===== config.mk =====
export PLATFORM = sky130hd
export DESIGN_NAME = clk_div_down_nbit
export DESIGN_NICKNAME = d
export VERILOG_FILES = /design/src/rtl/clk_div_down_nbit.sv
export SDC_FILE = /design/constraint.sdc
export NUM_CORES = 1
export LEC_CHECK = 0
export ABC_AREA = 0
export BUFFER_PORTS_ARGS = -buffer_cell sky130_fd_sc_hd__clkbuf_2
export CAP_MARGIN = 20
export CELL_PAD_IN_SITES_DETAIL_PLACEMENT = 0
export CELL_PAD_IN_SITES_GLOBAL_PLACEMENT = 1
export CORE_MARGIN = 2
export CORE_UTILIZATION = 43
export DETAILED_ROUTE_END_ITERATION = 10
export GPL_ROUTABILITY_DRIVEN = 0
export PLACE_DENSITY_LB_ADDON = 0.1
export SLEW_MARGIN = 20
export SYNTH_ARGS = -nofsm -noshare
export SYNTH_HDL_FRONTEND = slang
export SYNTH_SLANG_ARGS = --single-unit

===== constraint.sdc =====
create_clock -name clk -period 4.79 [get_ports clk]
set_clock_uncertainty 0.1 [all_clocks]
set_input_delay 0.7185 -clock clk [delete_from_list [all_inputs] [get_ports clk]]
set_output_delay 0.7185 -clock clk [all_outputs]
set_load 0.01 [all_outputs]

===== src/rtl/clk_div_down_nbit.sv =====
// Programmable clock-enable divider built on a loadable down-counter with glitch-free divisor updates.
// Optional build macro CLK_DIV_ONESHOT_EN adds a oneshot input that halts the divider after one period.
module clk_div_down_nbit #(
  parameter int CNT_WIDTH = 3
) (
  input  logic                 clk,
  input  logic                 reset_n,
  input  logic                 enable,
  input  logic [CNT_WIDTH-1:0] div_value,
  input  logic                 div_load,
`ifdef CLK_DIV_ONESHOT_EN
  input  logic                 oneshot,
`endif
  output logic [CNT_WIDTH-1:0] counter,
  output logic                 tc,
  output logic                 clk_out,
  output logic                 load_pending
);

  localparam logic [CNT_WIDTH-1:0] ONE = CNT_WIDTH'(1);

  // A requested divisor of zero behaves as divide-by-one.
  function automatic logic [CNT_WIDTH-1:0] eff_n(input logic [CNT_WIDTH-1:0] v);
    return (v == '0) ? ONE : v;
  endfunction

  logic [CNT_WIDTH-1:0] counter_q, counter_d;
  logic [CNT_WIDTH-1:0] div_reg_q, div_reg_d;
  logic [CNT_WIDTH-1:0] pend_q, pend_d;
  logic                 load_pending_q, load_pending_d;
  logic                 tc_q, tc_d;
  logic                 clk_out_q, clk_out_d;
  logic [CNT_WIDTH-1:0] n_new;
  logic                 reload_cycle;
  logic                 do_reload;
`ifdef CLK_DIV_ONESHOT_EN
  logic                 halted_q, halted_d;
  logic                 ran_q, ran_d;
  logic                 halt_now;
  logic                 in_halt;
`endif

  always_comb begin
    counter_d      = counter_q;
    div_reg_d      = div_reg_q;
    pend_d         = pend_q;
    load_pending_d = load_pending_q;
    tc_d           = 1'b0;
    clk_out_d      = clk_out_q;
    reload_cycle   = enable && (counter_q == '0);

`ifdef CLK_DIV_ONESHOT_EN
    // Halt on the first zero reached after a real reload; a coincident load restarts instead.
    in_halt   = oneshot && halted_q;
    halt_now  = reload_cycle && oneshot && ran_q && !halted_q && !div_load;
    do_reload = reload_cycle && !in_halt && !halt_now;
`else
    do_reload = reload_cycle;
`endif

    if (div_load) begin
      n_new = eff_n(div_value);
    end else if (load_pending_q) begin
      n_new = eff_n(pend_q);
    end else begin
      n_new = div_reg_q;
    end

    if (do_reload) begin
      counter_d      = n_new - ONE;
      div_reg_d      = n_new;
      tc_d           = 1'b1;
      load_pending_d = 1'b0;
    end else begin
      if (enable && (counter_q != '0)) begin
        counter_d = counter_q - ONE;
      end
      if (div_load) begin
        pend_d         = div_value;
        load_pending_d = 1'b1;
      end
    end

    // High for the first ceil(N/2) counts of each period.
    if (enable) begin
      clk_out_d = (counter_d >= (div_reg_d >> 1));
    end

`ifdef CLK_DIV_ONESHOT_EN
    ran_d    = ran_q;
    halted_d = halted_q;
    if (do_reload) begin
      ran_d = 1'b1;
    end
    if (halt_now) begin
      ran_d    = 1'b0;
      halted_d = 1'b1;
      tc_d     = 1'b1;
    end
    if (div_load || !oneshot) begin
      halted_d = 1'b0;
    end
    if (in_halt || halt_now) begin
      clk_out_d = 1'b0;
    end
`endif
  end

  always_ff @(posedge clk or negedge reset_n) begin
    if (!reset_n) begin
      counter_q      <= '0;
      div_reg_q      <= '1;
      pend_q         <= '0;
      load_pending_q <= 1'b0;
      tc_q           <= 1'b0;
      clk_out_q      <= 1'b0;
`ifdef CLK_DIV_ONESHOT_EN
      halted_q       <= 1'b0;
      ran_q          <= 1'b0;
`endif
    end else begin
      counter_q      <= counter_d;
      div_reg_q      <= div_reg_d;
      pend_q         <= pend_d;
      load_pending_q <= load_pending_d;
      tc_q           <= tc_d;
      clk_out_q      <= clk_out_d;
`ifdef CLK_DIV_ONESHOT_EN
      halted_q       <= halted_d;
      ran_q          <= ran_d;
`endif
    end
  end

  assign counter      = counter_q;
  assign tc           = tc_q;
  assign clk_out      = clk_out_q;
  assign load_pending = load_pending_q;

endmodule


==> results of run 1 <==
[critical path, cell delays in order (launching register included)]
cell	delay, ps
dfrtp_1	400
inv_1	90
ha_1	240
nand3b_2	180
inv_2	110
a221oi_1	310
ha_1	280
or2b_2	290
a211o_1	290
o22a_1	150
[stage by stage]
stage          std cells  total power, uW   util
6_report              99              445  0.531
3_3_place_gp          95              378  0.514
2_1_floorplan         68              323      -
4_1_cts               99              451  0.531
3_5_place_dp          95              381  0.514
5_1_grt               99              487  0.531
[state kept, by name, indices dropped and copies added, names as in the netlist]
register      count
clk_out           1
counter           3
div_reg_q         3
load_pending      1
pend_q            3
tc                1
[per-layer routing]
layer / vias to the layer above / share of wire
li1: 279 / -
met1: 272 / 0.50
met2: 8 / 0.46
met3: 2 / 0.029
met4: 0 / 0.0090
met5: - / 0
[logic make-up after synthesis]
kind of cell,count (synthesis)
mux,5
simple gates,23
flops,12
buf+inv,5
compound gates,18
fa+ha+maj,5
[power breakdown]
part | switching [uW] | internal [uW] | total (uW)
logic | 105 | 98.6 | 204
registers | 28.1 | 146 | 174
clock network | 35.4 | 32.3 | 67.7
total | 168 | 277 | 445
[area by class of cell]
type,instances,area share
inverters,4,0.0185
clock buffers,4,0.0325
flip-flops and latches,12,0.376
multi-input cells,51,0.474
well taps,16,0.0247
repair buffers,12,0.0742
[worst max path at each step]
stage	start	end	slack, ps	cells past startpoint
3_3_place_gp	div_load	clk_out	2000	9
2_1_floorplan	div_load	clk_out	2160	7
3_5_place_dp	div_load	clk_out	1990	7
4_1_cts	counter[0]	clk_out	2230	9
5_1_grt	counter[0]	clk_out	2080	9
6_report	counter[0]	clk_out	2250	9
[synthesized netlist by cell type]
cell      count  share of area
o31ai_1       1          0.011
nor2b_1       2          0.018
o21ai_1       1         0.0070
a311oi_1      1          0.012
a21oi_1       2          0.014
o31a_1        1          0.012
or2b_2        2          0.025
ha_1          5          0.088
nand3_1       1         0.0070
inv_2         1         0.0053
a311o_1       1          0.014
mux2_1        3          0.048
clkbuf_4      1          0.011
and2_1        2          0.018
a221o_1       1          0.014
a221oi_1      1          0.012
nand2_1       4          0.021
o22a_1        1          0.012
nor3b_2       1          0.018
a211oi_2      1          0.018
nor3_1        1         0.0070
dfrtp_1       9           0.32
o21ai_0       4          0.028
dfstp_2       3           0.11
mux2i_1       2          0.028
a211o_1       1          0.012
inv_1         3          0.016
nor2_1        8          0.042
nand3b_2      1          0.016
and4b_1       1          0.014
o21a_1        1          0.011
o311a_1       1          0.014
==> impl_metrics.ini, run 1 <==
[final_layout]
drive_above_1_share = 0.289
mostFrequentLayoutCell = clkbuf_2
layout.nets = 96
multi_input_area_sq_um = 384
regArea_sq_um = 304
final_cell_mix = 12 x clkbuf_2, 9 x dfrtp_1, 8 x nor2_1
final_design_area_no_fill_sq_um = 810
n_fill_cell = 155
synthToLayoutAreaGrowth_pct = 13.9
insertedDiodeCount = 0

[yosys]
yosys.area_share.simple = 0.185
syn-mean-instance-area_sq_um = 10.5
synth_top_family_by_area = compound AO/OA/AOI/OAI gates
syn-num-nets = 80
yosys_warnings = 0
syn_inst = 68
synthXorXnorAreaFrac = 0
muxShareOfSynthArea = 0.0757
synth_fa_ha_area_frac = 0.0880
syn_area_sq_um = 711
ys_types = 32
synth-compound-area-share = 0.192
ys_ff_latch = 12
synth_sequential_area_ratio = 0.428

[global_routing]
overflow = 0
met2_usage = 0.246
antenna_found_initial = 0
grt_use_met3 = 0.0367
groute.usage.overall = 0.166
grt_pass1_vias = 550
grt_pass1_wl_microns = 2330
use_met1 = 0.223
grt_max_degree = 13
top_usage_layer = met2

[clock_tree]
root_buffer = clkbuf_4
clock_sinks = 12
clock_latency_ps = 270
cts_buffer_depth = 2
cts_resized = 0
path_clk_slew_ps = 80
post-cts-setup-buffers = 0
numCtsBuffers = 3
ctsHoldBuffers = 0
cts_tree = done
h-tree-depth = 1

[routing]
drc = 0
wl_per_cell_microns = 13.5
routed_via_density = 5.67
wirelength_microns = 1330
ant_nets = 0
via_count = 561
dr.pass1.iters = 4
drt_iter0_drc = 2

[sta]
holdWs_ps = 215
setup_tns_ps = 0
slew_headroom = 0.795
fmax_mhz = 393
maxSlewViolCount = 0
hold_viol = 0
rsz0062_at_grt = false
post-route-period-util = 0.531
setup_viol = 0
fin_ws_ps = 2250
worst_pin_slew_ps = 307
min_period_ps = 2540

[power_and_ir_drop]
p_per_area_nw_per_um2 = 550
power.leakage_uw = 0.000381
peakVddDrop_mv = 0.305

[setup_path]
rrSetupSlack_ps = 2250
cp_max_fo = 8
crit_path_end_kind = flop
cp_data_arrival_time_ps = 2620
reg2reg_depth = 9
rr_startpoint = counter[0]
critPathLaunchType = flop
crit_type = reg2reg
cp_data_required_time_ps = 4860
timing.rr.end = clk_out

[die]
initial_core_util = 0.466
core_sq_um = 1520
fp-row-count = 14
fp.dieW_microns = 44.7
die_y_microns = 44.7
ios = 13
dieArea_sq_um = 1990

[placed_design]
portBuffers = 12
dp_slack_ps = 1990
dp_hpwl_microns = 1050
postPlaceCellArea_sq_um = 783

[run_status]
status = finished clean

[worst_hold_path]
hp-class = in2async

[run]
maxCapViolations = 0
Note: power is estimated with default switching activity, not from simulation.
==> run 2: changes to the inputs <==
--- a/config.mk
+++ b/config.mk
@@ -11,7 +11,7 @@
 export CELL_PAD_IN_SITES_DETAIL_PLACEMENT = 0
 export CELL_PAD_IN_SITES_GLOBAL_PLACEMENT = 1
 export CORE_MARGIN = 2
-export CORE_UTILIZATION = 43
+export CORE_UTILIZATION = 36
 export DETAILED_ROUTE_END_ITERATION = 10
 export GPL_ROUTABILITY_DRIVEN = 0
 export PLACE_DENSITY_LB_ADDON = 0.1
==> constraint.sdc (replaced) <==
create_clock -name clk -period 2.31 [get_ports clk]
set_clock_uncertainty 0.1 [all_clocks]
set_input_delay 0.3465 -clock clk [delete_from_list [all_inputs] [get_ports clk]]
set_output_delay 0.3465 -clock clk [all_outputs]
set_load 0.01 [all_outputs]
==> run 2 against run 1 <==
  * Final cell count rose by 23%
  * Register-to-register slack worse by 2200 ps
  * Core utilization fell by 1.7 points
  * Via count is 7.0% higher
  * Non-clock buffer count increased by 12
  * Clock power grew to 2.5 times the previous value
  * Worst hold slack lost 7.8 ps
==> impl_metrics.ini, run 2 (synthesis results as in run 1) <==
[routing]
drc = 0
drt_iter0_drc = 3
dr.pass1.iters = 4
ant_nets = 0
via_count = 600
wl_per_cell_microns = 12.7
routed_via_density = 4.92
wirelength_microns = 1550

[setup_path]
cpMostUsedCell = ha_1
critical-path-max-stage-delay_ps = 550
crit_path_end_kind = flop
cp_max_fo = 3
crit_family = compound AO/OA/AOI/OAI gates
critPathLaunchType = flop
cp_data_required_time_ps = 2380
crit_path_top_delay_cell = dfstp_2
cp.buffers_inverters = 0
crit_type = reg2reg
crit_chain = nor2_2 -> o31a_1 -> ha_1 -> mux2i_1 -> nand2_1 -> o21ai_2 -> ha_1 -> a211o_1 -> o22a_1
cp_data_arrival_time_ps = 2370

[final_layout]
mostFrequentLayoutCell = clkbuf_2
post-route-util = 0.514
final_cell_mix = 12 x clkbuf_2, 11 x buf_4, 8 x dfrtp_1
insertedDiodeCount = 0
layout.nets = 108
synthToLayoutAreaGrowth_pct = 37.5
drive_above_1_share = 0.474
n_fill_cell = 181

[die]
ios = 13
fp-row-count = 16
dieArea_sq_um = 2350
initial_core_util = 0.374
core_sq_um = 1900
fp.dieW_microns = 48.4
die_y_microns = 48.4

[placed_design]
dp_hpwl_microns = 1250
portBuffers = 12
dp_slack_ps = -54.5

[clock_tree]
clock_latency_ps = 280
numCtsBuffers = 3
cts_tree = done
h-tree-depth = 1
clock_sinks = 12
cts_buffer_depth = 2
path_clk_slew_ps = 80
root_buffer = clkbuf_4

[worst_hold_path]
hp-class = in2reg

[sta]
fmax_mhz = 435
setup_viol = 0
setup_tns_ps = 0
rsz0062_at_grt = true
fin_ws_ps = 11.9
min_period_ps = 2300
hold_viol = 0
worst_pin_slew_ps = 348
maxSlewViolCount = 0
slew_headroom = 0.767
post-route-period-util = 0.995

[global_routing]
overflow = 0
grt_max_degree = 13
groute.usage.overall = 0.154
grt_pass1_wl_microns = 2730
grt_pass1_vias = 596
antenna_found_initial = 0

[run_status]
status = finished clean

[power_and_ir_drop]
p_per_area_nw_per_um2 = 1130
finalPower_uw = 1110
peakVddDrop_mv = 0.569
power.leakage_uw = 0.000460

[run]
maxCapViolations = 0
==> run 2: cell types whose count changed in the layout (fill, tap and decap cells not counted), moves of 2 or more <==
cell,delta
buf_4,+11
nor2_1,-2
o21ai_0,-2
nor2_2,+2
==> run 2: layout make-up <==
cell class,count,area (sq um),share of cell area
Multi-Input combinational cell,51,434,0.444
Timing Repair Buffer,24,153,0.156
Tap cell,27,33.8,0.0346
Inverter,4,15.0,0.0154
Sequential cell,12,305,0.312
Clock buffer,4,36.3,0.0371
==> run 2: timing repair <==
action                                  CTS  global route
endpoints found under the setup margin    1             1
hold buffers                              1             0
hold endpoints to repair                  9             0
setup buffers                             0             0
pin swaps                                 3             2
gates resized for setup                   5             2
==> run 2: through the flow <==
stage | cell area (sq um) | hold slack (ps) | instances
final | 977 | 207 | 122
after global routing | 977 | 206 | 122
after CTS | 971 | 210 | 122
after detailed placement | 916 | 155 | 117
after global placement | 916 | 156 | 117
after floorplan | 747 | -49.1 | 68
==> run 2: metal layers <==
metal  global-route usage  part of all wire
met2                0.231              0.44
met3               0.0309             0.044
met5                    0                 0
met1                0.207              0.49
met4               0.0857             0.028
==> run 2: worst paths after layout <==
kind	depth (start not counted)	startpoint	slack, ps	to
hold / removal	2	div_value[0]	210	pend_q[0]
setup / recovery	9	div_reg_q[0]	10	clk_out
max in group asynchronous	2	reset_n	1440	div_reg_q[1]
min in group asynchronous	2	reset_n	380	pend_q[2]
hold reg to reg	2	div_reg_q[0]	380	div_reg_q[0]
setup reg to reg	9	div_reg_q[0]	10	clk_out
==> run 2: power breakdown <==
part,switching [uW],leakage [uW],internal (uW)
Sequential,53.0,0.000134,304
Clock,75.9,0.0000210,95.9
Combinational,275,0.000305,304
Total,404,0.000460,704
==> run 3: changes to the inputs <==
--- a/config.mk
+++ b/config.mk
@@ -11,7 +11,8 @@
 export CELL_PAD_IN_SITES_DETAIL_PLACEMENT = 0
 export CELL_PAD_IN_SITES_GLOBAL_PLACEMENT = 1
 export CORE_MARGIN = 2
-export CORE_UTILIZATION = 36
+export CORE_UTILIZATION = 40
+export CTS_CLUSTER_DIAMETER = 80
 export DETAILED_ROUTE_END_ITERATION = 10
 export GPL_ROUTABILITY_DRIVEN = 0
 export PLACE_DENSITY_LB_ADDON = 0.1
@@ -19,3 +20,4 @@
 export SYNTH_ARGS = -nofsm -noshare
 export SYNTH_HDL_FRONTEND = slang
 export SYNTH_SLANG_ARGS = --single-unit
+export TNS_END_PERCENT = 20
==> constraint.sdc (replaced) <==
create_clock -name clk -period 2.57 [get_ports clk]
set_clock_uncertainty 0.1 [all_clocks]
set_input_delay 0.3855 -clock clk [delete_from_list [all_inputs] [get_ports clk]]
set_output_delay 0.3855 -clock clk [all_outputs]
set_load 0.01 [all_outputs]
==> run 3 against run 2 <==
  * Sequential share of layout area grew 3.1 points
  * Sequential cell count is the same
  * Worst hold slack gained 49 ps
  * Wire length shrank 5.3%
  * Die area shrank 9.2%
  * Clock power shrank 12%
  * Critical path depth grew 1
  * Core utilization grew 1.1 points
  * Combinational power shrank 26%
  * Final cell count shrank 11%
  * Via count shrank 3.0%
  * Critical path type unchanged
  * Largest cell class unchanged
  * Highest routed layer is now met3
==> impl_metrics.ini, run 3 (synthesis results as in run 1) <==
[final_layout]
drive_above_1_share = 0.363
layout.nets = 104
mostFrequentLayoutCell = clkbuf_2
final_cell_mix = 12 x clkbuf_2, 9 x dfrtp_1, 8 x nor2_1
insertedDiodeCount = 0
n_fill_cell = 161
synthToLayoutAreaGrowth_pct = 24.6
final_design_area_no_fill_sq_um = 886
post-route-util = 0.524

[sta]
post-route-period-util = 0.942
min_period_ps = 2420
worst_pin_slew_ps = 310
hold_viol = 0
setup_tns_ps = 0
setup_viol = 0
slew_headroom = 0.791
rsz0062_at_grt = false
maxSlewViolCount = 0
fmax_mhz = 413

[routing]
dr.max_layer_used = met3
drt_iter0_drc = 7
wl_per_cell_microns = 13.6
wirelength_microns = 1470
drc = 0
ant_nets = 0
routed_via_density = 5.39
via_count = 582
met3WireLength_microns = 62
routedLengthMet1_microns = 673
wl_met2_microns = 731
dr.pass1.iters = 3

[power_and_ir_drop]
p_per_area_nw_per_um2 = 1020
power.leakage_uw = 0.000425
peakVddDrop_mv = 0.592

[global_routing]
groute.usage.overall = 0.166
grt_pass1_wl_microns = 2460
grt_max_degree = 13
overflow = 0
antenna_found_initial = 0
grt_pass1_vias = 569

[setup_path]
cp_data_arrival_time_ps = 2490
cp_max_fo = 3
crit_path_end_kind = flop
cp_data_required_time_ps = 2640
critPathLaunchType = flop
crit_type = reg2reg

[die]
fp.dieW_microns = 46.2
ios = 13
dieArea_sq_um = 2130
die_y_microns = 46.2
fp-row-count = 15
initial_core_util = 0.421
core_sq_um = 1690

[clock_tree]
numCtsBuffers = 3
cts_buffer_depth = 2
post-cts-setup-buffers = 0
h-tree-depth = 1
path_clk_slew_ps = 80
clock_latency_ps = 270
cts_tree = done
root_buffer = clkbuf_4
clock_sinks = 12

[placed_design]
portBuffers = 12
dp_hpwl_microns = 1210
postPlaceCellArea_sq_um = 837

[worst_hold_path]
hp-class = in2reg

[run]
maxCapViolations = 0

[run_status]
status = finished clean
## run 3: changes by cell type in the layout (fill, tap and decap cells not counted), sizes merged
cell and change:
buf -4
## run 3: layer usage
layer / vias up / global-route usage
li1: 296 / -
met1: 275 / 0.206
met2: 11 / 0.286
met3: 0 / 0.0588
met4: 0 / 0.0171
met5: - / 0
## run 3: area by class of cell
cell class | instances | area, sq um | share of cell area
Inverter | 4 | 15.0 | 0.0169
Sequential cell | 12 | 304 | 0.343
Tap cell | 17 | 21.3 | 0.0240
Timing Repair Buffer | 20 | 123 | 0.138
Multi-Input combinational cell | 51 | 387 | 0.436
Clock buffer | 4 | 36.3 | 0.0410
## run 3: worst paths after layout
check / from / to / slack, ps / cells after the start
worst max-delay path: pend_q[1] / clk_out / 150 / 10
worst min-delay path: div_value[1] / pend_q[1] / 260 / 2
worst max register to register: pend_q[1] / clk_out / 150 / 10
worst min register to register: div_reg_q[0] / div_reg_q[0] / 370 / 2
max in group asynchronous: reset_n / div_reg_q[1] / 1660 / 2
min in group asynchronous: reset_n / pend_q[2] / 420 / 2
## run 3: metrics by stage
| stage | instances | hold slack (ps) | total power [uW] | worst slack [ps] |
|---|---|---|---|---|
| 2_1_floorplan | 68 | -10.1 | 602 | 171 |
| 3_3_place_gp | 103 | 193 | 743 | 90.9 |
| 3_5_place_dp | 103 | 193 | 755 | 106 |
| 4_1_cts | 108 | 253 | 909 | 86.4 |
| 5_1_grt | 108 | 259 | 980 | 17.2 |
| 6_report | 108 | 256 | 900 | 150 |
## run 3: power breakdown
| part | total, uW | switching [uW] | leakage, uW | internal (uW) |
|---|---|---|---|---|
| combinational | 431 | 215 | 0.000270 | 216 |
| sequential | 317 | 44.9 | 0.000134 | 272 |
| clock | 152 | 65.6 | 0.0000210 | 86.2 |
| total | 900 | 326 | 0.000425 | 574 |
## run 3: critical path, stage by stage, from the launching register on
cell and delay (ps):
dfrtp_1 400, nor2_1 150, nor3b_2 60, o31a_1 310, ha_1 300, mux2i_1 130
nand2_1 60, o21ai_0 110, ha_1 280, a211o_1 260, o22a_1 150
## run 3: what timing repair did
action,4_1_cts,5_1_grt
hold buffers,1,0
gates resized for setup,0,1
endpoints found under the hold margin,9,0
setup endpoints to repair,0,1
